[config.mk]
export PLATFORM = sky130hd
export DESIGN_NAME = row_buffer_ctrl_flat
export DESIGN_NICKNAME = d
export VERILOG_FILES = /design/src/rtl/row_buffer_ctrl_if.sv /design/src/rtl/row_buffer_ctrl.sv /design/src/flat_wrapper.sv
export SDC_FILE = /design/constraint.sdc
export NUM_CORES = 1
export LEC_CHECK = 0
export CAP_MARGIN = 20
export CELL_PAD_IN_SITES_DETAIL_PLACEMENT = 0
export CELL_PAD_IN_SITES_GLOBAL_PLACEMENT = 1
export CORE_UTILIZATION = 25
export DETAILED_ROUTE_END_ITERATION = 7
export GPL_TIMING_DRIVEN = 0
export PLACE_DENSITY = 0.78
export SLEW_MARGIN = 20
export SYNTH_ARGS = -nofsm -noshare
export SYNTH_HDL_FRONTEND = slang
export SYNTH_SLANG_ARGS = --single-unit
[constraint.sdc]
create_clock -name clock -period 2.3 [get_ports clock]
set_clock_uncertainty 0.1 [all_clocks]
set_input_delay 0.46 -clock clock [delete_from_list [all_inputs] [get_ports clock]]
set_output_delay 0.46 -clock clock [all_outputs]
set_load 0.05 [all_outputs]
[src/rtl/row_buffer_ctrl_if.sv]
// Row buffer controller bus: producer handshake, display timing, row memory
// port and status lines grouped in one bundle.
interface row_buffer_ctrl_if #(
    parameter int A = 9,
    parameter int S = 24
);
    logic         in_valid;
    logic [S-1:0] in_data;
    logic         in_ready;
    logic         line_start;
    logic         pix_req;
    logic [A-1:0] mem_address_write;
    logic [S-1:0] mem_data_write;
    logic         mem_wren;
    logic [A-1:0] mem_address_read;
    logic         mem_swap;
    logic         scan_active;
    logic         row_valid;
    logic         underrun;

    // Environment side: producer, display timing and row memory.
    modport master (
        output in_valid, in_data, line_start, pix_req,
        input  in_ready, mem_address_write, mem_data_write, mem_wren,
               mem_address_read, mem_swap, scan_active, row_valid, underrun
    );

    // Controller side.
    modport slave (
        input  in_valid, in_data, line_start, pix_req,
        output in_ready, mem_address_write, mem_data_write, mem_wren,
               mem_address_read, mem_swap, scan_active, row_valid, underrun
    );
endinterface

[src/rtl/row_buffer_ctrl.sv]
// Double-buffered row controller. The writer fills one half of the row
// memory from the producer while the reader walks the other half for the
// display. A line_start exchanges the halves only when the written row is
// complete; otherwise it flags an underrun and the old row is shown again.
module row_buffer_ctrl #(
    parameter int A = 9,
    parameter int S = 24,
    parameter int W = 320
) (
    input  logic              clock,
    input  logic              reset,
    row_buffer_ctrl_if.slave  bus
);
    typedef enum logic { WR_FILL = 1'b0, WR_DONE = 1'b1 } wr_state_t;
    typedef enum logic { RD_IDLE = 1'b0, RD_SCAN = 1'b1 } rd_state_t;

    localparam logic [A-1:0] LAST_PTR = A'(W - 1);
    localparam logic [A-1:0] ZERO_PTR = {A{1'b0}};
    localparam logic [A-1:0] ONE_PTR  = A'(1'b1);

    wr_state_t    wr_state_r, wr_state_s;
    rd_state_t    rd_state_r, rd_state_s;
    logic [A-1:0] wr_ptr_r, wr_ptr_s;
    logic [A-1:0] rd_ptr_r, rd_ptr_s;
    logic         row_valid_r, row_valid_s;
    logic         in_ready_s;
    logic         accept_s;
    logic         complete_s;
    logic         swap_s;
    logic         underrun_s;

    // Writer: handshake, row completion, swap/underrun decision and next pointer.
    always_comb begin
        wr_state_s  = wr_state_r;
        wr_ptr_s    = wr_ptr_r;
        row_valid_s = row_valid_r;
        in_ready_s  = (wr_state_r == WR_FILL) && !reset;
        accept_s    = bus.in_valid && in_ready_s;
        complete_s  = (wr_state_r == WR_DONE) || (accept_s && (wr_ptr_r == LAST_PTR));
        swap_s      = bus.line_start && complete_s && !reset;
        underrun_s  = bus.line_start && !complete_s && !reset;
        if (swap_s) begin
            wr_state_s  = WR_FILL;
            wr_ptr_s    = ZERO_PTR;
            row_valid_s = 1'b1;
        end else if (accept_s) begin
            if (wr_ptr_r == LAST_PTR) begin
                wr_state_s = WR_DONE;
            end else begin
                wr_ptr_s = wr_ptr_r + ONE_PTR;
            end
        end else begin
            wr_state_s = wr_state_r;
        end
    end

    // Reader: line_start restarts the scan, pix_req walks it to the last pixel.
    always_comb begin
        rd_state_s = rd_state_r;
        rd_ptr_s   = rd_ptr_r;
        if (bus.line_start) begin
            rd_state_s = RD_SCAN;
            rd_ptr_s   = ZERO_PTR;
        end else begin
            case (rd_state_r)
                RD_SCAN: begin
                    if (bus.pix_req) begin
                        if (rd_ptr_r == LAST_PTR) begin
                            rd_state_s = RD_IDLE;
                        end else begin
                            rd_ptr_s = rd_ptr_r + ONE_PTR;
                        end
                    end else begin
                        rd_state_s = RD_SCAN;
                    end
                end
                RD_IDLE: rd_state_s = RD_IDLE;
                default: rd_state_s = RD_IDLE;
            endcase
        end
    end

    // State and pointer registers; reset discards any partial row.
    always_ff @(posedge clock or posedge reset) begin
        if (reset) begin
            wr_state_r  <= WR_FILL;
            wr_ptr_r    <= ZERO_PTR;
            rd_state_r  <= RD_IDLE;
            rd_ptr_r    <= ZERO_PTR;
            row_valid_r <= 1'b0;
        end else begin
            wr_state_r  <= wr_state_s;
            wr_ptr_r    <= wr_ptr_s;
            rd_state_r  <= rd_state_s;
            rd_ptr_r    <= rd_ptr_s;
            row_valid_r <= row_valid_s;
        end
    end

    assign bus.in_ready          = in_ready_s;
    assign bus.mem_wren          = accept_s;
    assign bus.mem_address_write = wr_ptr_r;
    assign bus.mem_data_write    = bus.in_data;
    assign bus.mem_swap          = swap_s;
    assign bus.underrun          = underrun_s;
    assign bus.row_valid         = row_valid_r;
    assign bus.scan_active       = (rd_state_r == RD_SCAN);
    assign bus.mem_address_read  = rd_ptr_r;
endmodule

[src/flat_wrapper.sv]
// flat-port wrapper written by rule: the top's interface ports become plain ports
module row_buffer_ctrl_flat 
#(
    parameter int A = 9,
    parameter int S = 24,
    parameter int W = 320
)
  (clock, reset, bus_in_valid, bus_in_data, bus_line_start, bus_pix_req, bus_in_ready, bus_mem_address_write, bus_mem_data_write, bus_mem_wren, bus_mem_address_read, bus_mem_swap, bus_scan_active, bus_row_valid, bus_underrun);
  row_buffer_ctrl_if #(.A(A), .S(S)) bus_i ();
  input  logic clock;
  input  logic reset;
  input wire logic [$bits(bus_i.in_valid)-1:0] bus_in_valid;
  input wire logic [$bits(bus_i.in_data)-1:0] bus_in_data;
  input wire logic [$bits(bus_i.line_start)-1:0] bus_line_start;
  input wire logic [$bits(bus_i.pix_req)-1:0] bus_pix_req;
  output wire logic [$bits(bus_i.in_ready)-1:0] bus_in_ready;
  output wire logic [$bits(bus_i.mem_address_write)-1:0] bus_mem_address_write;
  output wire logic [$bits(bus_i.mem_data_write)-1:0] bus_mem_data_write;
  output wire logic [$bits(bus_i.mem_wren)-1:0] bus_mem_wren;
  output wire logic [$bits(bus_i.mem_address_read)-1:0] bus_mem_address_read;
  output wire logic [$bits(bus_i.mem_swap)-1:0] bus_mem_swap;
  output wire logic [$bits(bus_i.scan_active)-1:0] bus_scan_active;
  output wire logic [$bits(bus_i.row_valid)-1:0] bus_row_valid;
  output wire logic [$bits(bus_i.underrun)-1:0] bus_underrun;
  assign bus_i.in_valid = bus_in_valid;
  assign bus_i.in_data = bus_in_data;
  assign bus_i.line_start = bus_line_start;
  assign bus_i.pix_req = bus_pix_req;
  assign bus_in_ready = bus_i.in_ready;
  assign bus_mem_address_write = bus_i.mem_address_write;
  assign bus_mem_data_write = bus_i.mem_data_write;
  assign bus_mem_wren = bus_i.mem_wren;
  assign bus_mem_address_read = bus_i.mem_address_read;
  assign bus_mem_swap = bus_i.mem_swap;
  assign bus_scan_active = bus_i.scan_active;
  assign bus_row_valid = bus_i.row_valid;
  assign bus_underrun = bus_i.underrun;
  row_buffer_ctrl #(.A(A), .S(S), .W(W)) u_core (.clock(clock), .reset(reset), .bus(bus_i));
endmodule
# [After elaboration in Yosys (flattened, before gate mapping)]
# Cells that the tools add are included.
[classes] bitwise=2 n_reduce_logical=17 n_addsub=2 n_eq_ne=4 n_mux=14
[ops] operator="$mux 9" n=7
[ops] operator="$add 9x1->9 const B" n=2
[ops] operator="$eq 9x9->1 const B" n=2
[ops] operator="$reduce_bool 2->1" n=4
[ops] operator="$logic_and 1x1->1" n=7
[ops] operator="$mux 1" n=6
[ops] operator="$ne 2x2->1 const B" n=2
[ops] operator="$reduce_and 2->1" n=2
[ops] operator="$reduce_and 3->1" n=1
[ops] operator="$logic_not 1->1" n=2
[ops] operator="$not 1->1" n=2
[ops] operator="$pmux 1 s2" n=1
[ops] operator="$logic_or 1x1->1" n=1
[totals] output_inout_bits=48 input_bits=29 ff_bits=21

# [Depth between registers and ports, before layout]
[depth] word_depth=9 depth_mapped=6 mapped_depth_nobuf=5

# [Worst setup path before layout]
# No wires, ideal clock.
[synth_timing] path_kind="register to output" startpoint="reg u_core.wr_ptr_r[0] (netlist: u_core.bus.mem_address_write[0])" endpoint="out bus_underrun" path_stages_with_launch=5 setup_slack_ns=-0.281 path_buffers=0 arrival_ns=2.021 cell_sequence="dfrtp_1 -> ha_1 -> and3_1 -> a41oi_1 -> nor2b_1"
[synth_between] elab_chain_cells=6
[synth_lines] item="start: declaration" line="row_buffer_ctrl.sv:23" source="logic [A-1:0] wr_ptr_r, wr_ptr_s;"
[synth_lines] item="start signal: assignment" line="row_buffer_ctrl.sv:93" source="wr_ptr_r <= wr_ptr_s;"
[synth_lines] item="$eq 9x9->1" line="row_buffer_ctrl.sv:39" source="complete_s = (wr_state_r == WR_DONE) || (accept_s && (wr_ptr_r == LAST_PTR));"
[synth_lines] item="$logic_and 1x1->1" line="row_buffer_ctrl.sv:39"
[synth_lines] item="$logic_or 1x1->1" line="row_buffer_ctrl.sv:39"
[synth_lines] item="$logic_not 1->1" line="row_buffer_ctrl.sv:41" source="underrun_s = bus.line_start && !complete_s && !reset;"
[synth_lines] item="$logic_and 1x1->1 (2 in series)" line="row_buffer_ctrl.sv:41"
[synth_lines] item="end: declaration" line="flat_wrapper.sv:24" source="output wire logic [$bits(bus_i.underrun)-1:0] bus_underrun;"
# Every way passes these cells.

# [Final worst setup path]
[layout_timing] startpoint="reg u_core.wr_ptr_r[1] (netlist: u_core.bus.mem_address_write[1])" endpoint="out bus_mem_swap"
[layout_between] elab_chain_cells=5
[layout_lines] item="$eq 9x9->1" line="row_buffer_ctrl.sv:39"
[layout_lines] item="$logic_and 1x1->1" line="row_buffer_ctrl.sv:39"
[layout_lines] item="$logic_or 1x1->1" line="row_buffer_ctrl.sv:39"
[layout_lines] item="$logic_and 1x1->1 (2 in series)" line="row_buffer_ctrl.sv:40" source="swap_s = bus.line_start && complete_s && !reset;"
[layout_lines] item="end: declaration" line="flat_wrapper.sv:21" source="output wire logic [$bits(bus_i.mem_swap)-1:0] bus_mem_swap;"
# Every way passes these cells.

==> results.tsv <==
stage	metric	value	unit
run_status	status	finished, final reports clean	
synthesis	synth-edff-count	0	
layout	postLayoutCellArea	2080	um2
sta	max_freq	442	MHz
layout	final_common_cell	clkdlybuf4s50_1	
clocking	cts_htree_levels	1	
synthesis	syn-cell-area	1310	um2
synthesis	synth_top_area_cell	dfrtp_1	
critical_path	criticalPathCategory	flop to primary output	
detailed_routing	routed_wl	3290	um
sta	tightest_slew	517	ps
layout	antenna_cells	0	
floorplan	die_area	5520	um2
global_route	grt_antenna_before_repair	0	
synthesis	syn_nets	168	
layout	final_nets	233	
detailed_routing	via_per_inst	4.44	
place	gp_congestion	0.755	
place	dp_slack	-1350	ps
layout	area.growth.synth_to_final	58.9	%
sta	setup_viol	0	
detailed_routing	drt_iter0_markers	18	
sta	relSlewSlack	65.4	%
critical_path	worstPathMaxFanout	7	
place	placed_cell_area	1910	um2
synthesis	yosysTopAreaCellShare	40.2	%
synthesis	ys_ff_latch	21	
layout	drive_above_1_share	28.4	%
synthesis	synthCells	137	
critical_path	required	1740	ps
detailed_routing	firstDrtPassIters	4	
clocking	clk_pin_slew	80	ps
sta	fin_crit_sh	98.3	%
global_route	grt_pass1_wl	5040	um
floorplan	core-area	4880	um2
clocking	clock_sinks	21	
pwr	power_density	707	nW/um2
worst_hold_path	hp-class	input port to asynchronous set/reset pin	
global_route	grt_max_degree	12	
global_route	grt_overflow	0	
clocking	cts-root-buf	clkbuf_8	
flow_run	cap_violations	0	
synthesis	seq_area_frac_synth	40.2	%
synthesis	synthDistinctLibCells	38	
floorplan	start_util	26.8	%
pwr	p_leak	0.864	nW
sta	slew_violations	0	
sta	fin_ws	39.8	ps
global_route	track_usage	11.9	%
clocking	cts_tree	done	
clocking	clockBufferDepth	2	
place	dp_hpwl	2320	um
pwr	vdd_ir_drop_max	340	uV
detailed_routing	wl_per_cell	12.3	um
sta	hold_violations	0	
floorplan	io_pins	77	
critical_path	end_kind	primary output	
synthesis	synth_top_flop_cell	dfrtp_1	
detailed_routing	drtAntennaViolNets	0	
floorplan	rows	25	
sta	timing.final.crit_period	2260	ps
synthesis	avgSynthCellArea	9.53	um2
place	portBuffers	52	
sta	rsz0062_at_grt	yes	
detailed_routing	drc	0	
synthesis	synthArstFlopShare	100	%
critical_path	critPathLaunchType	flop	
clocking	worstSkewPairLatency	260	ps
floorplan	fp.dieH	74.3	um
critical_path	worst_ep_arrival_time	1700	ps
clocking	cts_buffers	3	
layout	layout_common_cells	clkdlybuf4s50_1, buf_4, dfrtp_1	
detailed_routing	via_count	1190	
global_route	first_global_vias	1095	
floorplan	dieWidth	74.3	um
synthesis	synth_warnings	0	
synthesis	synthTopCellsByArea	dfrtp_1, buf_4, nor2_1	
power by group:
part | leakage (nW) | switching (mW) | internal, mW
Combinational | 0.567 | 0.446 | 0.255
Sequential | 0.275 | 0.0895 | 0.428
Clock | 0.0228 | 0.123 | 0.124
kinds of logic (layout without fill, tap and decap cells):
kind of cell             count (synthesis)  count (layout)  synth area share, %
AO/OA/AOI/OAI                           20              20                 11.5
XOR/XNOR                                 9               9                 6.03
adder cells (fa/ha/maj)                  2               2                 1.92
buffers and inverters                   28              92                 15.3
flip-flops                              21              21                 40.2
multiplexers                             4               4                 3.26
AND/OR/NAND/NOR                         53              53                 21.7
synth_stat cells, types with 3 or more instances:
library cell and instances:
or4_1 4, a21oi_1 6, nand2_1 7, nand3_1 6, nor2_1 17, xnor2_1 5, xor2_1 4, buf_4 24
o31ai_1 3, nor2b_1 4, nand4_1 3, dfrtp_1 21
metrics by stage:
step | utilization, % | hold WS, ps | total power, mW | TNS, ps | cells
floorplan | - | 353 | 0.963 | -36.3 | 137
finish | 42.5 | 167 | 1.47 | 0 | 268
CTS | 41.3 | 347 | 1.44 | 0 | 263
global placement | 39.2 | 369 | 1.18 | -4950 | 256
detailed placement | 39.2 | 370 | 1.18 | -5130 | 256
global route | 42.5 | 193 | 1.54 | -27.2 | 268
routing by layer:
metal  vias to the layer above  part of all wire [%]  routed length [um]  global-route usage, %
met5                         -                     0                   0                      0
met4                         0                   1.8                  59                   5.66
met3                         5                   4.2                 139                   1.36
met2                        37                    48                1590                   19.4
met1                       555                    46                1500                   15.8
li1                        593                     -                   -                      -
layout make-up:
| cell class | instances | area [um2] |
|---|---|---|
| fillers | 515 | 2800 |
| multi-input cells | 88 | 624 |
| repair buffers | 59 | 577 |
| flip-flops and latches | 21 | 527 |
| plain buffers | 26 | 198 |
| well taps | 67 | 83.8 |
| clock buffers | 4 | 45.0 |
| inverters | 2 | 16.3 |
| repair inverters | 1 | 5.00 |
worst max-delay path, stage by stage, from the launching register on:
cell	delay [ps]
dfrtp_1	430
ha_2	230
and3_4	200
a41oi_2	90
nor2_2	160
clkbuf_8	170
buf_8	140
timing repair:
action                                  4_1_cts  5_1_grt
gates cloned                                  1        0
hold buffers                                  0        0
gates resized for setup                      26        9
pin swaps                                     0        3
endpoints found under the setup margin        4        3
buffers inserted                              2        5
final timing paths:
| path | startpoint | to | cells past startpoint | slack, ps |
|---|---|---|---|---|
| min in group clock | u_core.bus.row_valid | u_core.bus.row_valid | 1 | 380 |
| worst min register to register | u_core.bus.row_valid | u_core.bus.row_valid | 1 | 380 |
| worst min-delay path | reset | u_core.bus.mem_address_write[1] | 2 | 170 |
| worst max-delay path | u_core.bus.mem_address_write[1] | bus_mem_swap | 6 | 40 |
| worst max register to register | u_core.bus.mem_address_write[7] | u_core.bus.mem_address_write[2] | 4 | 400 |
| max in group asynchronous | reset | u_core.bus.mem_address_write[0] | 2 | 1630 |
sequential cells by signal, indices dropped and copies added, names as in the netlist:
name / count
u_core.bus.row_valid: 1
u_core.bus.mem_address_read: 9
u_core.wr_state_r: 1
u_core.bus.mem_address_write: 9
u_core.bus.scan_active: 1
No activity file was read; power rests on OpenSTA's default activity.
